--- config.mk ---
export PLATFORM = sky130hd
export DESIGN_NAME = sorter_share_arbiter_flat
export DESIGN_NICKNAME = d
export VERILOG_FILES = /design/src/rtl/sorter_share_arbiter_if.sv /design/src/rtl/sorter_share_arbiter.sv /design/src/flat_wrapper.sv
export SDC_FILE = /design/constraint.sdc
export NUM_CORES = 1
export LEC_CHECK = 0
export ABC_CLOCK_PERIOD_IN_PS = 4300
export BUFFER_PORTS_ARGS = -buffer_cell sky130_fd_sc_hd__buf_4
export CAP_MARGIN = 40
export CORE_UTILIZATION = 35
export CTS_CLUSTER_SIZE = 28
export DETAILED_ROUTE_END_ITERATION = 8
export MAX_ROUTING_LAYER = met4
export PLACE_DENSITY = 0.66
export SLEW_MARGIN = 15
export SYNTH_ARGS = -nofsm -noshare
export SYNTH_HDL_FRONTEND = slang
export SYNTH_SLANG_ARGS = --single-unit
--- constraint.sdc ---
create_clock -name clk -period 4.3 [get_ports clk]
set_input_delay 1.075 -clock clk [delete_from_list [all_inputs] [get_ports clk]]
set_output_delay 1.075 -clock clk [all_outputs]
set_load 0.03 [all_outputs]
--- src/rtl/sorter_share_arbiter_if.sv ---
// Client-side bundle for the shared sorter: per-requester job handshake plus
// the tagged result stream returned to the requesters.
interface sorter_share_arbiter_if #(
  parameter int NUM_REQ = 4,
  parameter int ID_W    = 2
) ();
  logic [NUM_REQ-1:0]    req_valid;
  logic [NUM_REQ-1:0]    req_ready;
  logic [NUM_REQ*32-1:0] req_data;
  logic                  resp_valid;
  logic [ID_W-1:0]       resp_id;
  logic [7:0]            resp_max;
  logic [7:0]            resp_second_max;
  logic [7:0]            resp_second_min;
  logic [7:0]            resp_min;

  modport master (
    output req_valid, req_data,
    input  req_ready, resp_valid, resp_id,
    input  resp_max, resp_second_max, resp_second_min, resp_min
  );

  modport slave (
    input  req_valid, req_data,
    output req_ready, resp_valid, resp_id,
    output resp_max, resp_second_max, resp_second_min, resp_min
  );
endinterface

--- src/rtl/sorter_share_arbiter.sv ---
// Round-robin sharing of one 4-input byte sorter between NUM_REQ clients,
// with a latency-matched tag pipe that returns each result to its issuer.
module sorter_share_arbiter #(
  parameter int NUM_REQ = 4,
  parameter int ID_W    = 2,
  parameter int LATENCY = 3
) (
  input  logic                 clk,
  input  logic                 rst,
  input  logic                 enable,
  input  logic                 flush,
  sorter_share_arbiter_if.slave cli,
  output logic [7:0]           srt_a,
  output logic [7:0]           srt_b,
  output logic [7:0]           srt_c,
  output logic [7:0]           srt_d,
  input  logic [7:0]           srt_max,
  input  logic [7:0]           srt_second_max,
  input  logic [7:0]           srt_second_min,
  input  logic [7:0]           srt_min,
  output logic [ID_W+2:0]      in_flight,
  output logic                 idle,
  output logic [15:0]          issued_cnt
);
  localparam int unsigned NR  = NUM_REQ;
  localparam int          IFW = ID_W + 3;

  logic [ID_W-1:0]                 r_ptr;
  logic [31:0]                     r_srt;
  logic                            r_issue_v;
  logic [ID_W-1:0]                 r_issue_id;
  logic [LATENCY-1:0]              r_tag_v;
  logic [LATENCY-1:0][ID_W-1:0]    r_tag_id;
  logic                            r_resp_v;
  logic [ID_W-1:0]                 r_resp_id;
  logic [31:0]                     r_resp;
  logic [IFW-1:0]                  r_in_flight;
  logic [15:0]                     r_cnt;

  logic [NUM_REQ-1:0][31:0]        w_data;
  logic [NUM_REQ-1:0]              w_grant;
  logic [ID_W-1:0]                 w_gnt_id;
  logic                            w_found;
  logic                            w_hs;
  logic                            w_ret;
  logic [31:0]                     w_gnt_data;

  assign w_data = cli.req_data;

  // Search starts one past the last granted index so a persistent requester
  // cannot starve the others.
  always_comb begin : arb
    logic [ID_W-1:0] idx;
    idx      = '0;
    w_grant  = '0;
    w_gnt_id = '0;
    w_found  = 1'b0;
    if (enable && !rst && !flush) begin
      for (int unsigned k = 1; k <= NR; k++) begin
        idx = ID_W'((32'(r_ptr) + k) % NR);
        if (!w_found && cli.req_valid[idx]) begin
          w_found      = 1'b1;
          w_grant[idx] = 1'b1;
          w_gnt_id     = idx;
        end
      end
    end
  end

  assign w_hs       = w_found;
  assign w_gnt_data = w_data[w_gnt_id];
  assign w_ret      = r_tag_v[LATENCY-1] && !flush;

  always_ff @(posedge clk) begin
    if (rst) begin
      r_ptr       <= ID_W'(NUM_REQ - 1);
      r_srt       <= '0;
      r_issue_v   <= 1'b0;
      r_issue_id  <= '0;
      r_tag_v     <= '0;
      r_tag_id    <= '0;
      r_resp_v    <= 1'b0;
      r_resp_id   <= '0;
      r_resp      <= '0;
      r_in_flight <= '0;
      r_cnt       <= '0;
    end else begin
      r_issue_v <= w_hs;
      if (w_hs) begin
        r_ptr      <= w_gnt_id;
        r_srt      <= w_gnt_data;
        r_issue_id <= w_gnt_id;
        r_cnt      <= r_cnt + 16'd1;
      end
      // Concatenate-and-truncate shifts the issue tag into stage 0.
      r_tag_v  <= LATENCY'({r_tag_v, r_issue_v});
      r_tag_id <= (LATENCY*ID_W)'({r_tag_id, r_issue_id});
      r_resp_v <= w_ret;
      if (w_ret) begin
        r_resp_id <= r_tag_id[LATENCY-1];
        r_resp    <= {srt_max, srt_second_max, srt_second_min, srt_min};
      end
      if (flush) begin
        r_issue_v   <= 1'b0;
        r_tag_v     <= '0;
        r_resp_v    <= 1'b0;
        r_in_flight <= '0;
      end else if (w_hs && !w_ret) begin
        r_in_flight <= r_in_flight + IFW'(1);
      end else if (!w_hs && w_ret) begin
        r_in_flight <= r_in_flight - IFW'(1);
      end
    end
  end

  assign cli.req_ready       = w_grant;
  assign cli.resp_valid      = r_resp_v;
  assign cli.resp_id         = r_resp_id;
  assign cli.resp_max        = r_resp[31:24];
  assign cli.resp_second_max = r_resp[23:16];
  assign cli.resp_second_min = r_resp[15:8];
  assign cli.resp_min        = r_resp[7:0];

  assign srt_a      = r_srt[7:0];
  assign srt_b      = r_srt[15:8];
  assign srt_c      = r_srt[23:16];
  assign srt_d      = r_srt[31:24];
  assign in_flight  = r_in_flight;
  assign idle       = (r_in_flight == '0) && !w_hs;
  assign issued_cnt = r_cnt;
endmodule

--- src/flat_wrapper.sv ---
// flat-port wrapper written by rule: the top's interface ports become plain ports
module sorter_share_arbiter_flat 
#(
  parameter int NUM_REQ = 4,
  parameter int ID_W    = 2,
  parameter int LATENCY = 3
)
  (clk, rst, enable, flush, srt_a, srt_b, srt_c, srt_d, srt_max, srt_second_max, srt_second_min, srt_min, in_flight, idle, issued_cnt, cli_req_valid, cli_req_data, cli_req_ready, cli_resp_valid, cli_resp_id, cli_resp_max, cli_resp_second_max, cli_resp_second_min, cli_resp_min);
  sorter_share_arbiter_if #(.NUM_REQ(NUM_REQ), .ID_W(ID_W)) cli_i ();
  input  logic clk;
  input  logic rst;
  input  logic enable;
  input  logic flush;
  output logic [7:0] srt_a;
  output logic [7:0] srt_b;
  output logic [7:0] srt_c;
  output logic [7:0] srt_d;
  input  logic [7:0] srt_max;
  input  logic [7:0] srt_second_max;
  input  logic [7:0] srt_second_min;
  input  logic [7:0] srt_min;
  output logic [ID_W+2:0] in_flight;
  output logic idle;
  output logic [15:0] issued_cnt;
  input wire logic [$bits(cli_i.req_valid)-1:0] cli_req_valid;
  input wire logic [$bits(cli_i.req_data)-1:0] cli_req_data;
  output wire logic [$bits(cli_i.req_ready)-1:0] cli_req_ready;
  output wire logic [$bits(cli_i.resp_valid)-1:0] cli_resp_valid;
  output wire logic [$bits(cli_i.resp_id)-1:0] cli_resp_id;
  output wire logic [$bits(cli_i.resp_max)-1:0] cli_resp_max;
  output wire logic [$bits(cli_i.resp_second_max)-1:0] cli_resp_second_max;
  output wire logic [$bits(cli_i.resp_second_min)-1:0] cli_resp_second_min;
  output wire logic [$bits(cli_i.resp_min)-1:0] cli_resp_min;
  assign cli_i.req_valid = cli_req_valid;
  assign cli_i.req_data = cli_req_data;
  assign cli_req_ready = cli_i.req_ready;
  assign cli_resp_valid = cli_i.resp_valid;
  assign cli_resp_id = cli_i.resp_id;
  assign cli_resp_max = cli_i.resp_max;
  assign cli_resp_second_max = cli_i.resp_second_max;
  assign cli_resp_second_min = cli_i.resp_second_min;
  assign cli_resp_min = cli_i.resp_min;
  sorter_share_arbiter #(.NUM_REQ(NUM_REQ), .ID_W(ID_W), .LATENCY(LATENCY)) u_core (.clk(clk), .rst(rst), .enable(enable), .flush(flush), .cli(cli_i), .srt_a(srt_a), .srt_b(srt_b), .srt_c(srt_c), .srt_d(srt_d), .srt_max(srt_max), .srt_second_max(srt_second_max), .srt_second_min(srt_second_min), .srt_min(srt_min), .in_flight(in_flight), .idle(idle), .issued_cnt(issued_cnt));
endmodule
## After elaboration in Yosys (flattened, before gate mapping)

Cells that the tools add are included.

- Add/subtract/negate cells: 7
- Order comparisons: 9
- Mux-type cells: 41
- Bitwise operators: 3
- Reduce and logical (&&, ||, !) cells: 23

Operators by type and width:

| cell | number |
|---|---|
| 32-bit binary-select mux with 2-bit select | 1 |
| 32-bit two-way mux | 1 |
| 4-bit two-way mux | 8 |
| 16-bit by 1-bit adder with 16-bit output (second input constant) | 1 |
| 1-bit two-way mux | 16 |
| 2-bit by 3-bit < comparator with 1-bit output (second input constant) | 5 |
| 1-bit logical AND | 13 |
| 4-bit OR | 3 |
| 2-bit two-way mux | 5 |
| 5-bit two-way mux | 2 |
| 1-bit binary-select mux with 2-bit select | 4 |
| 1-bit demux with 2-bit select | 4 |
| 2-bit by 1-bit >= comparator with 1-bit output (second input constant) | 4 |
| 1-bit zero test | 7 |
| 5-bit by 1-bit adder with 5-bit output (second input constant) | 1 |
| 5-bit zero test | 1 |
| 5-bit by 1-bit subtractor with 5-bit output (second input constant) | 1 |
| 2-bit by 1-bit adder with 2-bit output (second input constant) | 2 |
| 2-bit adder (second input constant) | 2 |
| 2-bit nonzero test | 1 |
| 2-bit OR reduction | 1 |

- Register bits after elaboration: 102

## Logic depth before layout (Yosys ltp)

Gate-level depths: netlist of run 1.

- Depth in word-level cells: 21
- Depth in mapped cells: 17

## Least setup slack after synthesis of run 1

OpenSTA, ideal clock, no wires.

- Kind: input to output
- From: in cli_req_valid[1]
- To: out idle
- Data arrival time: 3.031 ns
- Required time: 3.225 ns
- Slack: 0.194 ns
- Stages: 6
- Buffers on the path: 1
- Cells stage by stage: mux4_2 > nor4_1 > nand2b_2 > inv_2 > clkbuf_1 > nor3_1

- Longest elaborated chain between the ends: 18
- Elaborated cells between the ends (all ways): 24
- Those cells by class: 16 x mux; 8 x reduce/logical

Ends and longest elaborated chain:

| item | line | text |
|---|---|---|
| from (decl) | flat_wrapper.sv:25 | `input wire logic [$bits(cli_i.req_valid)-1:0] cli_req_valid;` |
| 1-bit binary-select mux with 2-bit select | sorter_share_arbiter.sv:61 | `if (!w_found && cli.req_valid[idx]) begin` |
| 1-bit two-way mux (not written as such) | sorter_share_arbiter.sv:61 |  |
| 1-bit two-way mux | sorter_share_arbiter.sv:61 |  |
| 1-bit two-way mux | sorter_share_arbiter.sv:58 | `if (enable && !rst && !flush) begin` |
| 1-bit zero test | sorter_share_arbiter.sv:61 |  |
| 1-bit logical AND | sorter_share_arbiter.sv:61 |  |
| 1-bit two-way mux | sorter_share_arbiter.sv:61 |  |
| 1-bit two-way mux | sorter_share_arbiter.sv:58 |  |
| [... 3 more ...] | - |  |
| 1-bit two-way mux | sorter_share_arbiter.sv:58 |  |
| 1-bit zero test | sorter_share_arbiter.sv:61 |  |
| 1-bit logical AND | sorter_share_arbiter.sv:61 |  |
| 1-bit two-way mux (*) | sorter_share_arbiter.sv:61 |  |
| 1-bit two-way mux (*) | sorter_share_arbiter.sv:58 |  |
| net u_core.w_found | sorter_share_arbiter.sv:43 | `logic w_found;` |
| 1-bit zero test (*) | sorter_share_arbiter.sv:129 | `assign idle = (r_in_flight == '0) && !w_hs;` |
| 1-bit logical AND (*) | sorter_share_arbiter.sv:129 |  |
| to (decl) | flat_wrapper.sv:23 | `output logic idle;` |

Mark *: on every way through the listed nets, which the timed path passes. The rest lies on a longest branch. The select of a mux whose other input is x is not followed.

## Final worst setup path of run 1

- From: reg u_core.r_ptr[1]
- To: out cli_req_ready[3]

- Longest elaborated chain between the ends: 17
- Elaborated cells between the ends (all ways): 55
- Those cells by class: 4 x add/sub; 8 x order compare; 30 x mux; 3 x bitwise; 10 x reduce/logical

Ends and longest elaborated chain:

| item | line | text |
|---|---|---|
| from (decl) | sorter_share_arbiter.sv:28 | `logic [ID_W-1:0] r_ptr;` |
| from (signal assigned) | sorter_share_arbiter.sv:76 | `r_ptr <= ID_W'(NUM_REQ - 1);` |
| from (signal assigned) | sorter_share_arbiter.sv:90 | `r_ptr <= w_gnt_id;` |
| parallel branches: the longest is 15 deep, another holds 2-bit by 3-bit < comparator with 1-bit output | - |  |
| 4-bit two-way mux (*) | sorter_share_arbiter.sv:61 |  |
| 4-bit two-way mux (*) | sorter_share_arbiter.sv:58 |  |
| to (decl) | flat_wrapper.sv:27 | `output wire logic [$bits(cli_i.req_ready)-1:0] cli_req_ready;` |

Every way passes the cells marked *. The select of a mux whose other input is x is not followed.

==> flow_summary_export.csv, run 1 <==
group,metric,value,unit
placement,dp.cells,994,
cts,post_cts_buffers,0,
grt,grt_pass1_wl,23.9,mm
logic_synthesis,synth.top_cell.area_share,39.7,%
routing,num_vias,5240,
placement,gp_congestion,0.809,
pwr,peakVddDrop,167,uV
finish,fillers,1321,
grt,grt_pass1_vias,4852,
timing,grt_setup_unrepaired,"false",
timing,max_freq,247,MHz
placement,io_buffer_count,260,
finish,num-nets-final,1008,
logic_synthesis,synth_nets,768,
cts,clk_path_buf_depth,2,
floorplan,rows,43,
finish,drive_gt1_share,37.6,%
finish,final_common_cell,"buf_4",
grt,overflow,0,
cts,cts_resized,0,
routing,wl_per_cell,15.8,um
cts,clkTransAtPathRegs,0.08,ns
logic_synthesis,synthesis.instances,585,
finish,finalNonFillerCells,1010,
cts,numCtsBuffers,9,
hold_path,worstHoldStart,"u_core.r_tag_v[0]",
logic_synthesis,synth_cell_type_count,50,
timing,relSlewSlack,54.1,%
floorplan,die_w,123,um
worst_setup_path,crit_fanout,11,
worst_setup_path,cp-end-kind,"primary output",
pwr,clkPwrFrac,35.9,%
floorplan,coreArea,14100,um^2
pwr,leakage,3.58,nW
worst_setup_path,r2r_start,"u_core.r_ptr[1]",
floorplan,die_h,123,um
logic_synthesis,async_flop_share,0,%
logic_synthesis,synth_edf_count,0,
timing,finalHoldViolations,0,
worst_setup_path,ff2ff_setup_slack,0.46,ns
worst_setup_path,r2r_cells,15,
pwr,comb_power_share,21.4,%
timing,setup_tns,0,ns
routing,routed_wl,16.0,mm
placement,hpwl,11.6,mm
worst_setup_path,cp-start-kind,"flip-flop",
grt,grt_max_degree,67,
pwr,p_sw_share,28.8,%
routing,viasPerCell,5.19,
hold_path,min_path_type,"reg -> reg",
worst_setup_path,critPathRequiredTime,3.22,ns
pwr,switchingPower,0.691,mW
routing,drt_iter0_drc,260,
job,maxCapViolCount,0,
timing,worst_slew_pin_slew,0.689,ns
logic_synthesis,yosysWarnings,0,
logic_synthesis,ys_seq_area_share,39.7,%
finish,multiInputGateArea,2820,um^2
logic_synthesis,yosys.area.top_type,"dfxtp_1",
routing,drc_errors,0,
cts,cts_hold_buf,0,
logic_synthesis,netlist_area,5150,um^2
worst_setup_path,worstReg2RegEnd,"u_core.in_flight[4]",
pwr,intPower,1.71,mW
timing,setup_viol,0,
timing,period_needed,4.05,ns
worst_setup_path,critPathKind,"reg -> out",
cts,cts_tree,"built",
worst_setup_path,crit_arrival,2.98,ns
logic_synthesis,synth-main-ff-cell,"dfxtp_1",
finish,antenna_cells,0,
run_status,status,"completed",
timing,fin_crit_sh,94.2,%
pwr,pwr-share-seq,42.7,%
finish,final_cell_mix,"buf_4 (274), a21oi_1 (109), dfxtp_1 (101)",
cts,cts_sinks,102,
logic_synthesis,synth.area.top_cells,"dfxtp_1 (40%), a21oi_1 (11%), mux2i_1 (6.6%)",
pwr,power_density,319,nW/um^2
routing,drt-pass1-iter-count,4,
timing,worst_slack,0.248,ns
grt,antenna_found_initial,0,
hold_path,holdPathStages,1,
floorplan,io_pins,261,
finish,synthToLayoutAreaGrowth,46.1,%
floorplan,start_util,36.5,%
logic_synthesis,avgSynthCellArea,8.80,um^2
routing,ant_nets,0,
cts,clkLatencyLatePin,0.35,ns
hold_path,hold_end,"u_core.r_tag_v[1]",
timing,drv_slew,0,
finish,ff_latch_area,2040,um^2
grt,track_usage,20.6,%
cts,htreeDepth,3,
placement,pre_cts_ws,0.187,ns
logic_synthesis,ys_ff_latch,102,
timing,skew,0.0121,ns
cts,cts_root_buf,"clkbuf_16",
floorplan,dieArea,15200,um^2
## synthesized netlist by cell type, types with 3 or more instances
library cell / count
nand4_1: 5
ha_1: 14
inv_1: 8
xnor2_1: 9
buf_12: 3
buf_4: 4
and4_1: 32
nor2_1: 33
nor3_1: 5
buf_2: 7
xor2_1: 6
a22oi_1: 34
clkbuf_1: 28
nand2_1: 81
nand3_1: 3
a21oi_1: 109
mux4_2: 3
mux2i_1: 34
or3_1: 5
o21ai_0: 4
nor2b_1: 9
and2_1: 7
buf_6: 3
dfxtp_1: 102
a221oi_1: 4
## through the flow
stage / cell area (um^2) / power, mW / util [%] / hold slack, ns
after floorplan: 5150 / 1.32 / - / 0.406
final: 7520 / 2.40 / 53.3 / 0.430
after global routing: 7520 / 2.51 / 53.3 / 0.443
after global placement: 7200 / 1.55 / 51.1 / 0.410
after detailed placement: 7200 / 1.56 / 51.1 / 0.414
after CTS: 7520 / 2.43 / 53.3 / 0.432
## sequential cells by signal, summed over array words and instances (netlist names)
signal                 cells
u_core.r_tag_id            6
u_core.cli.resp_id         2
u_core.r_srt              32
u_core.cli.resp_valid      1
u_core.in_flight           5
u_core.r_resp             32
u_core.r_tag_v             3
u_core.issued_cnt         16
u_core.r_ptr               2
u_core.r_issue_id          2
u_core.r_issue_v           1
## worst max-delay path, cell delays in order (launching register included)
cell,delay (ns)
dfxtp_1,0.50
inv_1,0.22
ha_1,0.45
mux4_1,0.35
buf_4,0.20
nor3_1,0.25
and2_1,0.25
a221oi_1,0.10
nor2_1,0.12
buf_4,0.18
## metal layers
metal  GRT usage (%)  routed length, um  up-vias
li1                -                  -     2583
met2            35.1               8090      192
met1            24.5               6690     2447
met3            4.01                947       18
met5               -                  0        -
met4            5.80                280        0
## layout make-up
cell class	instances	share of cell area [%]
Clock buffer	9	3.00
Clock inverter	7	1.23
Inverter	10	0.499
Multi-Input combinational cell	427	37.5
Sequential cell	102	27.2
Tap cell	180	3.00
Timing Repair Buffer	275	27.6
## power by group through the flow
stage,logic (mW),clock network (mW),registers [mW]
floorplan,0.185,0,1.13
global placement,0.506,0,1.05
detailed placement,0.513,0,1.05
CTS,0.514,0.892,1.02
global route,0.547,0.929,1.03
finish,0.513,0.860,1.02
## worst max path at each step
stage                startpoint             endpoint  cells past startpoint
3_5_place_dp   cli_req_valid[1]  u_core.in_flight[4]                     14
2_1_floorplan  cli_req_valid[1]                 idle                      6
5_1_grt         u_core.r_ptr[1]     cli_req_ready[3]                      9
6_report        u_core.r_ptr[1]     cli_req_ready[3]                      9
4_1_cts         u_core.r_ptr[0]     cli_req_ready[1]                      9
3_3_place_gp   cli_req_valid[1]  u_core.in_flight[4]                     14
## kinds of logic after synthesis
| family | Yosys count | synth area share, % |
|---|---|---|
| fa+ha+maj | 15 | 3.79 |
| compound gates | 164 | 19.3 |
| buf+inv | 56 | 5.93 |
| flops | 102 | 39.7 |
| simple gates | 193 | 19.9 |
| mux | 40 | 8.87 |
| xor+xnor | 15 | 2.55 |
(Power assumes the default switching activity.)
==> run 2, diff against run 1 <==
--- a/config.mk
+++ b/config.mk
@@ -6,13 +6,13 @@
 export NUM_CORES = 1
 export LEC_CHECK = 0
 export ABC_CLOCK_PERIOD_IN_PS = 4300
-export BUFFER_PORTS_ARGS = -buffer_cell sky130_fd_sc_hd__buf_4
+export BUFFER_PORTS_ARGS = -buffer_cell sky130_fd_sc_hd__buf_2
 export CAP_MARGIN = 40
-export CORE_UTILIZATION = 35
+export CORE_UTILIZATION = 46
 export CTS_CLUSTER_SIZE = 28
 export DETAILED_ROUTE_END_ITERATION = 8
 export MAX_ROUTING_LAYER = met4
-export PLACE_DENSITY = 0.66
+export PLACE_DENSITY = 0.83
 export SLEW_MARGIN = 15
 export SYNTH_ARGS = -nofsm -noshare
 export SYNTH_HDL_FRONTEND = slang
==> run 2 against run 1 <==
Effect of this change:
- hold slack better by 0.0072 ns
- clock skew increased by 0.0029 ns
- total power fell by 14%
- critical endpoint is now idle
- largest cell class unchanged
==> flow_summary_export.csv, run 2 (synthesized netlist as in run 1, its figures left out) <==
group,metric,value,unit
routing,drt-pass1-iter-count,4,
finish,final_common_cell,"buf_2",
cts,numCtsBuffers,9,
finish,antenna_cells,0,
timing,grt_setup_unrepaired,"false",
timing,drv_slew,0,
grt,grt_pass1_wl,21.3,mm
cts,cts_root_buf,"clkbuf_8",
timing,max_freq,252,MHz
grt,antenna_found_initial,0,
pwr,leakage,3.39,nW
finish,drive_gt1_share,37.5,%
routing,num_vias,5075,
pwr,power_density,307,nW/um^2
hold_path,min_path_type,"reg -> reg",
worst_setup_path,critPathRequiredTime,3.22,ns
routing,ant_nets,0,
floorplan,rows,38,
grt,use_met2,39.1,%
finish,fillers,1003,
floorplan,die_w,108,um
cts,cts_sinks,102,
routing,viasPerCell,5.23,
timing,skew,0.0150,ns
routing,routed_wl,13.8,mm
worst_setup_path,cp-end-kind,"primary output",
floorplan,start_util,47.3,%
placement,io_buffer_count,260,
cts,clkLatencyLatePin,0.36,ns
floorplan,die_h,108,um
run_status,status,"completed",
placement,hpwl,10.1,mm
timing,worst_slew_pin_slew,0.680,ns
placement,gp_congestion,0.892,
grt,track_usage,23.4,%
cts,clk_path_buf_depth,2,
routing,wl_per_cell,14.2,um
cts,post_cts_buffers,0,
worst_setup_path,critPathKind,"in -> out",
routing,drc_errors,0,
timing,period_needed,3.97,ns
timing,fin_crit_sh,92.3,%
timing,setup_tns,0,ns
timing,finalHoldViolations,0,
cts,cts_resized,0,
grt,grt.met3_usage,4.36,%
cts,cts_tree,"built",
finish,final_cell_mix,"buf_2 (260), a21oi_1 (109), dfxtp_1 (102)",
cts,cts_hold_buf,0,
finish,finalInstanceArea,6710,um^2
cts,htreeDepth,3,
pwr,peakVddDrop,158,uV
grt,grt_max_degree,65,
finish,synthToLayoutAreaGrowth,30.4,%
routing,drt_iter0_drc,334,
cts,clkTransAtPathRegs,0.10,ns
placement,place_area,6510,um^2
timing,relSlewSlack,54.7,%
worst_setup_path,cp-start-kind,"input pin",
timing,setup_viol,0,
grt,overflow,0,
grt,grt_busiest_layer,"met2",
grt,met1_usage,28.3,%
pwr,power.total,2.06,mW
worst_setup_path,crit_fanout,7,
finish,num-nets-final,1008,
worst_setup_path,crit_arrival,2.89,ns
grt,grt_pass1_vias,4520,
floorplan,dieArea,11600,um^2
job,maxCapViolCount,0,
floorplan,io_pins,261,
floorplan,coreArea,10900,um^2
-- run 2: per-stage QoR --
stage / utilization, % / worst slack, ns / std cells / hold WS (ns)
2_1_floorplan: - / 0.194 / 585 / 0.406
3_5_place_dp: 59.8 / 0.0945 / 954 / 0.414
5_1_grt: 61.6 / 0.197 / 970 / 0.456
6_report: 61.6 / 0.333 / 970 / 0.437
3_3_place_gp: 59.8 / 0.268 / 954 / 0.408
4_1_cts: 61.6 / 0.345 / 970 / 0.437
-- run 2: cell type report --
class	count	area, um^2	area share (%)
Clock inverter	6	62.6	0.932
Sequential cell	102	2040	30.4
Clock buffer	10	138	2.05
Tap cell	140	175	2.61
Inverter	10	37.5	0.559
Timing Repair Buffer	275	1440	21.4
Multi-Input combinational cell	427	2820	42.0
-- run 2: worst max-delay path, stage by stage --
cell	delay, ns
buf_2	0.13
mux4_2	0.52
nor4_1	0.49
nand2b_2	0.24
inv_2	0.06
nor3_1	0.15
buf_2	0.23
-- run 2: power breakdown --
part | total [mW] | leakage, nW | internal (mW) | switching, mW
Combinational | 0.441 | 2.46 | 0.179 | 0.262
Clock | 0.598 | 0.102 | 0.242 | 0.356
Sequential | 1.02 | 0.829 | 0.995 | 0.0243
-- run 2: final timing paths --
kind	start	to	slack, ns	cells past startpoint
worst min-delay path	u_core.r_tag_id[5]	u_core.cli.resp_id[1]	0.44	2
worst max register to register	u_core.r_ptr[0]	u_core.in_flight[4]	0.48	15
worst max-delay path	cli_req_valid[0]	idle	0.33	7
worst min register to register	u_core.r_tag_id[5]	u_core.cli.resp_id[1]	0.44	2
-- run 2: routing by layer --
metal  wire, um  share of wire [%]
met1       6110                 44
met2       6710                 49
met3        749                5.4
met4        198                1.4
met5          0                  0
